## src/rtl/mux_src_pkg.sv

```systemverilog
// -----------------------------------------------------------------------------
// mux_src_pkg
//   Shared types and constants for the mux source loader: FSM state encoding,
//   slot count, slot index width and a wrapping slot-index increment helper.
// -----------------------------------------------------------------------------
package mux_src_pkg;

   localparam int NUM_SLOTS  = 4;
   localparam int SLOT_IDX_W = 2;

   typedef enum logic {
      ST_LOAD,
      ST_SCAN
   } state_t;

   typedef logic [SLOT_IDX_W-1:0] slot_idx_t;

   // Modulo-4 increment; relies on the natural 2-bit wrap.
   function automatic slot_idx_t slot_inc(input slot_idx_t idx);
      return idx + slot_idx_t'(1);
   endfunction

endpackage

```

## src/rtl/mux_src_loader_if.sv

```systemverilog
// -----------------------------------------------------------------------------
// mux_src_loader_if
//   Bundles the switch/button inputs and the selector-facing outputs of the
//   mux source loader.
//   Inputs to the loader : sw_data[W], btn_load, btn_clear, scan_en,
//                          sel_manual[2]
//   Outputs of the loader: X0..X3[W], Y[2], loaded[4], full,
//                          btn_level (debounced load-button level)
//   Modports: master = stimulus side, slave = loader side.
// -----------------------------------------------------------------------------
interface mux_src_loader_if
   import mux_src_pkg::*;
#(
   parameter int W = 2
);

   logic [W-1:0]            sw_data;
   logic                    btn_load;
   logic                    btn_clear;
   logic                    scan_en;
   logic [SLOT_IDX_W-1:0]   sel_manual;

   logic [W-1:0]            X0;
   logic [W-1:0]            X1;
   logic [W-1:0]            X2;
   logic [W-1:0]            X3;
   logic [SLOT_IDX_W-1:0]   Y;
   logic [NUM_SLOTS-1:0]    loaded;
   logic                    full;
   logic                    btn_level;

   modport master (
      output sw_data, btn_load, btn_clear, scan_en, sel_manual,
      input  X0, X1, X2, X3, Y, loaded, full, btn_level
   );

   modport slave (
      input  sw_data, btn_load, btn_clear, scan_en, sel_manual,
      output X0, X1, X2, X3, Y, loaded, full, btn_level
   );

endinterface

```

## src/rtl/mux_src_loader_btn_debounce.sv

```systemverilog
// -----------------------------------------------------------------------------
// btn_debounce
//   Conditions the raw, bouncy load button into a single-cycle load pulse.
//   Chain: 2-flop synchronizer -> optional stability filter -> rising-edge
//   detect.
//   Configuration macro: MUX_SRC_DEBOUNCE_EN
//     defined   : a new synchronized level is accepted only after DEB_CYCLES
//                 consecutive equal samples; shorter glitches are dropped.
//     undefined : the filter is bypassed, the edge detect sees the
//                 synchronizer output directly (every bounce edge is a pulse).
//   Ports:
//     clk      in   rising-edge clock
//     rst      in   asynchronous active-high reset (filter idles at level 0)
//     btn_i    in   raw asynchronous button
//     level_o  out  debounced (or synchronized, when bypassed) level
//     pulse_o  out  one-cycle pulse on each accepted rising edge of level_o
// -----------------------------------------------------------------------------
module btn_debounce #(
   parameter int unsigned DEB_CYCLES = 16
) (
   input  logic clk,
   input  logic rst,
   input  logic btn_i,
   output logic level_o,
   output logic pulse_o
);

`ifdef MUX_SRC_DEBOUNCE_EN
   localparam bit FILTER_ON = 1'b1;
`else
   localparam bit FILTER_ON = 1'b0;
`endif

   // Zero stability length selects the bypass path below.
   localparam int unsigned STABLE_LEN = FILTER_ON ? DEB_CYCLES : 0;

   logic [1:0] sync_q;
   logic       level;
   logic       level_prev_q;

   always_ff @(posedge clk or posedge rst) begin
      if (rst) begin
         sync_q <= '0;
      end else begin
         sync_q <= {sync_q[0], btn_i};
      end
   end

   generate
      if (STABLE_LEN >= 1) begin : g_filter
         localparam int STAB_W = $clog2(STABLE_LEN) + 1;
         localparam logic [STAB_W-1:0] STAB_LAST = STAB_W'(STABLE_LEN - 1);

         logic [STAB_W-1:0] stab_cnt_q;
         logic              level_q;

         // Counts consecutive samples that differ from the accepted level;
         // any sample equal to the accepted level restarts the window.
         always_ff @(posedge clk or posedge rst) begin
            if (rst) begin
               stab_cnt_q <= '0;
               level_q    <= 1'b0;
            end else if (sync_q[1] != level_q) begin
               if (stab_cnt_q == STAB_LAST) begin
                  level_q    <= sync_q[1];
                  stab_cnt_q <= '0;
               end else begin
                  stab_cnt_q <= stab_cnt_q + 1'b1;
               end
            end else begin
               stab_cnt_q <= '0;
            end
         end

         assign level = level_q;
      end else begin : g_bypass
         assign level = sync_q[1];
      end
   endgenerate

   always_ff @(posedge clk or posedge rst) begin
      if (rst) begin
         level_prev_q <= 1'b0;
      end else begin
         level_prev_q <= level;
      end
   end

   // Decoded from registers only, so the pulse is clean within the cycle and
   // the slot write lands on the following edge.
   assign pulse_o = level & ~level_prev_q;
   assign level_o = level;

endmodule

```

## src/rtl/mux_src_loader.sv

```systemverilog
// -----------------------------------------------------------------------------
// mux_src_loader
//   Source stage for a 4:1 two-bit selector. Captures four W-bit operands from
//   switches into slots X0..X3 using a debounced load button; once all four
//   slots are written it drives the select Y from an auto-scan divider or from
//   the manual select switches.
//   Configuration macro: MUX_SRC_DEBOUNCE_EN (consumed inside btn_debounce;
//   enables the DEB_CYCLES stability filter on the load button).
//   Ports:
//     clk   in      rising-edge clock
//     rst   in      asynchronous active-high reset
//     bus   slave   mux_src_loader_if: sw_data, btn_load, btn_clear, scan_en,
//                   sel_manual in; X0..X3, Y, loaded, full, btn_level out
//   Parameters: W (operand width), DEB_CYCLES (debounce window),
//               SCAN_DIV (clk cycles per Y step while scanning).
// -----------------------------------------------------------------------------
module mux_src_loader
   import mux_src_pkg::*;
#(
   parameter int W          = 2,
   parameter int DEB_CYCLES = 16,
   parameter int SCAN_DIV   = 4
) (
   input  logic             clk,
   input  logic             rst,
   mux_src_loader_if.slave  bus
);

   localparam int              CNT_W     = $clog2(SCAN_DIV) + 1;
   localparam logic [CNT_W-1:0] CNT_LAST = CNT_W'(SCAN_DIV - 1);
   localparam slot_idx_t        SLOT_LAST = slot_idx_t'(NUM_SLOTS - 1);

   state_t               state_q;
   slot_idx_t            wr_ptr_q;
   slot_idx_t            y_q;
   logic [CNT_W-1:0]     cnt_q;
   logic                 full_q;
   logic [W-1:0]         slot_q   [NUM_SLOTS];
   logic                 loaded_q [NUM_SLOTS];

   logic                 ld_pulse;
   logic                 btn_level;
   logic                 load_fire_d;
   logic [NUM_SLOTS-1:0] slot_we_d;
   logic [NUM_SLOTS-1:0] loaded_vec;

   btn_debounce #(
      .DEB_CYCLES (DEB_CYCLES)
   ) u_btn_debounce (
      .clk     (clk),
      .rst     (rst),
      .btn_i   (bus.btn_load),
      .level_o (btn_level),
      .pulse_o (ld_pulse)
   );

   // A load only counts while filling, and a same-cycle clear discards it.
   assign load_fire_d = (state_q == ST_LOAD) && ld_pulse && !bus.btn_clear;

   genvar gi;
   generate
      for (gi = 0; gi < NUM_SLOTS; gi++) begin : g_slot
         assign slot_we_d[gi] = load_fire_d && (wr_ptr_q == slot_idx_t'(gi));

         always_ff @(posedge clk or posedge rst) begin
            if (rst) begin
               slot_q[gi]   <= '0;
               loaded_q[gi] <= 1'b0;
            end else if (bus.btn_clear) begin
               slot_q[gi]   <= '0;
               loaded_q[gi] <= 1'b0;
            end else if (slot_we_d[gi]) begin
               slot_q[gi]   <= bus.sw_data;
               loaded_q[gi] <= 1'b1;
            end
         end
      end
   endgenerate

   always_comb begin
      loaded_vec = '0;
      for (int i = 0; i < NUM_SLOTS; i++) begin
         loaded_vec[i] = loaded_q[i];
      end
   end

   // Control FSM: write pointer, select register, scan divider, full flag.
   always_ff @(posedge clk or posedge rst) begin
      if (rst) begin
         state_q  <= ST_LOAD;
         wr_ptr_q <= '0;
         y_q      <= '0;
         cnt_q    <= '0;
         full_q   <= 1'b0;
      end else if (bus.btn_clear) begin
         state_q  <= ST_LOAD;
         wr_ptr_q <= '0;
         y_q      <= '0;
         cnt_q    <= '0;
         full_q   <= 1'b0;
      end else begin
         case (state_q)
            ST_LOAD: begin
               // While filling, Y shows the slot about to be written.
               if (ld_pulse) begin
                  if (wr_ptr_q == SLOT_LAST) begin
                     state_q  <= ST_SCAN;
                     full_q   <= 1'b1;
                     wr_ptr_q <= '0;
                     y_q      <= '0;
                     cnt_q    <= '0;
                  end else begin
                     wr_ptr_q <= slot_inc(wr_ptr_q);
                     y_q      <= slot_inc(wr_ptr_q);
                  end
               end else begin
                  y_q <= wr_ptr_q;
               end
            end
            ST_SCAN: begin
               if (bus.scan_en) begin
                  if (cnt_q == CNT_LAST) begin
                     cnt_q <= '0;
                     y_q   <= slot_inc(y_q);
                  end else begin
                     cnt_q <= cnt_q + 1'b1;
                  end
               end else begin
                  // Holding the divider at zero makes a re-enable start a
                  // full SCAN_DIV period from the current Y.
                  cnt_q <= '0;
                  y_q   <= bus.sel_manual;
               end
            end
            default: begin
               state_q <= ST_LOAD;
            end
         endcase
      end
   end

   assign bus.X0        = slot_q[0];
   assign bus.X1        = slot_q[1];
   assign bus.X2        = slot_q[2];
   assign bus.X3        = slot_q[3];
   assign bus.Y         = y_q;
   assign bus.loaded    = loaded_vec;
   assign bus.full      = full_q;
   assign bus.btn_level = btn_level;

endmodule

```

## src/flat_wrapper.sv

```systemverilog
// flat-port wrapper written by rule: the top's interface ports become plain ports
module mux_src_loader_flat import mux_src_pkg::*;
#(
   parameter int W          = 2,
   parameter int DEB_CYCLES = 16,
   parameter int SCAN_DIV   = 4
)
  (clk, rst, bus_sw_data, bus_btn_load, bus_btn_clear, bus_scan_en, bus_sel_manual, bus_X0, bus_X1, bus_X2, bus_X3, bus_Y, bus_loaded, bus_full, bus_btn_level);
  mux_src_loader_if #(.W(W)) bus_i ();
  input  logic clk;
  input  logic rst;
  input wire logic [$bits(bus_i.sw_data)-1:0] bus_sw_data;
  input wire logic [$bits(bus_i.btn_load)-1:0] bus_btn_load;
  input wire logic [$bits(bus_i.btn_clear)-1:0] bus_btn_clear;
  input wire logic [$bits(bus_i.scan_en)-1:0] bus_scan_en;
  input wire logic [$bits(bus_i.sel_manual)-1:0] bus_sel_manual;
  output wire logic [$bits(bus_i.X0)-1:0] bus_X0;
  output wire logic [$bits(bus_i.X1)-1:0] bus_X1;
  output wire logic [$bits(bus_i.X2)-1:0] bus_X2;
  output wire logic [$bits(bus_i.X3)-1:0] bus_X3;
  output wire logic [$bits(bus_i.Y)-1:0] bus_Y;
  output wire logic [$bits(bus_i.loaded)-1:0] bus_loaded;
  output wire logic [$bits(bus_i.full)-1:0] bus_full;
  output wire logic [$bits(bus_i.btn_level)-1:0] bus_btn_level;
  assign bus_i.sw_data = bus_sw_data;
  assign bus_i.btn_load = bus_btn_load;
  assign bus_i.btn_clear = bus_btn_clear;
  assign bus_i.scan_en = bus_scan_en;
  assign bus_i.sel_manual = bus_sel_manual;
  assign bus_X0 = bus_i.X0;
  assign bus_X1 = bus_i.X1;
  assign bus_X2 = bus_i.X2;
  assign bus_X3 = bus_i.X3;
  assign bus_Y = bus_i.Y;
  assign bus_loaded = bus_i.loaded;
  assign bus_full = bus_i.full;
  assign bus_btn_level = bus_i.btn_level;
  mux_src_loader #(.W(W), .DEB_CYCLES(DEB_CYCLES), .SCAN_DIV(SCAN_DIV)) u_core (.clk(clk), .rst(rst), .bus(bus_i));
endmodule
```

## config.mk

```make
export PLATFORM = sky130hd
export DESIGN_NAME = mux_src_loader_flat
export DESIGN_NICKNAME = d
export VERILOG_FILES = /design/src/rtl/mux_src_pkg.sv /design/src/rtl/mux_src_loader_if.sv /design/src/rtl/mux_src_loader_btn_debounce.sv /design/src/rtl/mux_src_loader.sv /design/src/flat_wrapper.sv
export SDC_FILE = /design/constraint.sdc
export NUM_CORES = 1
export LEC_CHECK = 0
export ABC_AREA = 1
export ABC_CLOCK_PERIOD_IN_PS = 1210
export CORE_MARGIN = 2
export CORE_UTILIZATION = 50
export CTS_CLUSTER_DIAMETER = 100
export DETAILED_ROUTE_END_ITERATION = 6
export DONT_BUFFER_PORTS = 1
export HOLD_SLACK_MARGIN = 0.1
export PLACE_DENSITY = 0.68
export SYNTH_ARGS = -nofsm -noshare
export SYNTH_HDL_FRONTEND = slang
export SYNTH_SLANG_ARGS = --single-unit
```

## constraint.sdc

```tcl
create_clock -name clk -period 1.21 [get_ports clk]
set_input_delay 0.0605 -clock clk [delete_from_list [all_inputs] [get_ports clk]]
set_output_delay 0.0605 -clock clk [all_outputs]
set_load 0.01 [all_outputs]
```

==> flow_metrics.py <==
metrics = {
    "drt": {
        "dr_wl_met3_um": 94,
        "vias": 840,
        "routed.top_layer": "met4",
        "met2RoutedLength_mm": 1.09,
        "drtPass1Iterations": 4,
        "drtAntennaViolNets": 0,
        "route.detailed.drc": 0,
        "routed_wl_mm": 2.13,
        "avgViaCountPerCell": 4.97,
        "wl_met1_um": 926,
        "drtIter0Drc": 12,
        "routedWlPerCell_um": 12.6,
    },
    "grt": {
        "grt_pass1_vias": 784,
        "grt-ovfl-total": 0,
        "grt_max_degree": 25,
        "antenna_found_initial": 0,
        "grt_pass1_wl_mm": 3.26,
        "track_usage_pct": 16.9,
    },
    "floorplanning": {
        "die_area_um2": 2530,
        "row_count": 16,
        "die_y_um": 50.3,
        "fp.dieW_um": 50.3,
        "io_pins": 25,
        "start_util_pct": 54.0,
        "core_um2": 1980,
    },
    "cts": {
        "clockRootBuffer": "clkbuf_4",
        "insertion_delay_ps": 310,
        "cts.sinks": 24,
        "htree_levels": 1,
        "cts_buffers": 3,
        "cts_tree": "built",
        "cts_buffer_depth": 2,
        "clk_pin_slew_ps": 120,
    },
    "run_status": {
        "outcome": "complete, but fails checks",
        "violations": "negative hold slack",
    },
    "timing": {
        "clock.fmax_mhz": 848,
        "hold_viol": 9,
        "fin_crit_sh_pct": 97.5,
        "tns_ps": 0,
        "clock_skew_ps": 5.72,
        "rsz0062_at_grt": "true",
        "slew_headroom_pct": 70.5,
        "drv_slew": 0,
        "whs_ps": -162,
        "min_period_ps": 1180,
        "finalSetupViolations": 0,
        "tightest_slew_ps": 441,
    },
    "cells_and_area": {
        "layout.cells.non_filler": 169,
        "fin_nets": 158,
        "syn2layout_area_growth_pct": 28.1,
        "antennaDiodeCount": 0,
        "drive_above_1_share_pct": 28.2,
        "final_core_util_pct": 69.1,
    },
    "synthesis": {
        "async_flop_share_pct": 100,
        "synth_most_common_cell": "nand2_1",
        "synth_top_family_by_area": "simple AND/OR/NAND/NOR gates",
        "yosys.area.top_type_share_pct": 56.1,
        "ys_types": 14,
        "avgSynthCellArea_um2": 8.70,
        "synth_adder_area_share_pct": 5.85,
        "synthXorXnorAreaFrac_pct": 0,
        "synth_seq_cells": 24,
        "ys.warnings.count": 0,
        "synth_compound_gate_area_share_pct": 6.20,
        "synth_area_leaders": "dfrtp_1, nand2_1, nand3_1, ha_1, inv_1",
        "yosys-top-cells-count": "nand2_1, dfrtp_1, nand3_1, inv_1, nor2_1",
        "yosysSeqAreaShare_pct": 56.1,
        "synth_edf_count": 0,
        "synth.largest_area_cell": "dfrtp_1",
        "ys.flop_type": "dfrtp_1",
        "syn_inst": 123,
        "synth_simple_gate_area_share_pct": 26.4,
        "synth_mux_area_share_pct": 0,
        "syn-num-nets": 137,
        "synthesis.area_um2": 1070,
    },
    "setup_path": {
        "critical_path_required_ps": 1420,
        "path_class": "in -> reg",
        "crit_arrival_ps": 1390,
        "end_kind": "flop",
        "start_kind": "input port",
        "rr_startpoint": "u_core.wr_ptr_q[1]",
        "critPathLaunch": "bus_sw_data[1]",
        "path_max_fanout": 2,
    },
    "power_and_ir_drop": {
        "peakVddDrop_mv": 0.757,
        "p_leak_uw": 0.000693,
        "power_density_nw_per_um2": 1020,
    },
    "min_path": {
        "hp-class": "in -> reg",
        "hold_path_startpoint": "bus_btn_clear",
    },
    "job": {
        "maxCapViolCount": 0,
    },
    "placement": {
        "dp_cells": 154,
        "io_buffer_count": 0,
        "dp_hpwl_mm": 1.41,
        "gp_congestion": 0.716,
    },
}
## critical path: stages
cell           delay [ps]
dlygate4sd3_1         540
nand2_1                90
dlygate4sd3_1         610
o21ai_1                90
## where the power goes
| group | internal (uW) | switching (uW) | total [uW] | leakage (uW) |
|---|---|---|---|---|
| clock | 116 | 223 | 339 | 0.0000138 |
| combinational | 79.8 | 105 | 184 | 0.000359 |
| sequential | 831 | 35.9 | 867 | 0.000321 |
## logic make-up (layout without fill, tap and decap cells)
family	after synthesis	in the layout
adder cells (fa/ha/maj)	5	5
buffers and inverters	15	34
AO/OA/AOI/OAI	13	13
flip-flops	24	24
AND/OR/NAND/NOR	66	66
## routing by layer
metal  global-route usage, %  vias to the layer above
met5                       0                        -
met4                    6.94                        0
met3                    4.17                        2
met2                    28.5                       20
met1                    20.6                      388
li1                        -                      430
## final timing paths
check / slack, ps / end / depth (start not counted)
worst max-delay path: 30 / u_core.bus.X3[1] / 4
worst min-delay path: -160 / u_core.state_q / 1
worst max register to register: 60 / u_core.bus.Y[1] / 8
worst min register to register: 370 / u_core.u_btn_debounce.sync_q[1] / 0
max in group asynchronous: 750 / u_core.state_q / 3
min in group asynchronous: 220 / u_core.cnt_q[0] / 3
## what timing repair did
item / CTS / global route
gates resized for setup: 2 / 28
buffers inserted: 1 / 2
endpoints found under the setup margin: 3 / 14
hold buffers: 6 / 3
endpoints found under the hold margin: 46 / 21
pin swaps: 1 / 9
## layout make-up
class / instances / area, um^2
repair buffers: 17 / 154
multi-input cells: 84 / 505
fillers: 145 / 612
inverters: 14 / 52.6
clock buffers: 3 / 22.5
well taps: 27 / 33.8
flip-flops and latches: 24 / 602
## state kept, by name, indices dropped and copies added (netlist names)
signal and cells:
u_core.state_q 1, u_core.bus.Y 2, u_core.bus.X0 2, u_core.wr_ptr_q 2
u_core.u_btn_debounce.sync_q 2, u_core.u_btn_debounce.level_prev_q 1, u_core.bus.loaded 4, u_core.bus.X1 2
u_core.bus.X3 2, u_core.bus.X2 2, u_core.bus.full 1, u_core.cnt_q 3
## cells in the final DEF (no fill, tap or decap)
cell,synthesis,layout
dfrtp_1,24,23
o22ai_1,1,1
ha_1,5,2
nand3_1,14,8
nand3_4,0,1
nor2_1,11,7
o21ai_0,5,3
nand3_2,0,5
nand2_4,0,2
dlygate4sd3_1,0,9
o21ai_1,7,8
nor2_4,1,3
dfrtp_2,0,1
ha_2,0,2
nand2_1,36,34
clkbuf_4,0,3
o21ai_2,0,1
nand2_2,3,3
ha_4,0,1
buf_4,0,7
inv_1,12,7
nor2_2,1,3
buf_6,0,1
inv_2,2,7
## through the flow
stage | area, um^2 | hold WS [ps] | total power [uW] | worst slack [ps]
3_5_place_dp | 1140 | 19.4 | 1010 | -16.8
6_report | 1370 | -162 | 1390 | 30.7
2_1_floorplan | 1070 | 75.1 | 964 | 33.3
3_3_place_gp | 1140 | 11.1 | 1000 | -14.3
5_1_grt | 1370 | -148 | 1460 | -29.2
4_1_cts | 1230 | -153 | 1360 | 6.62
(Power assumes the default switching activity.)
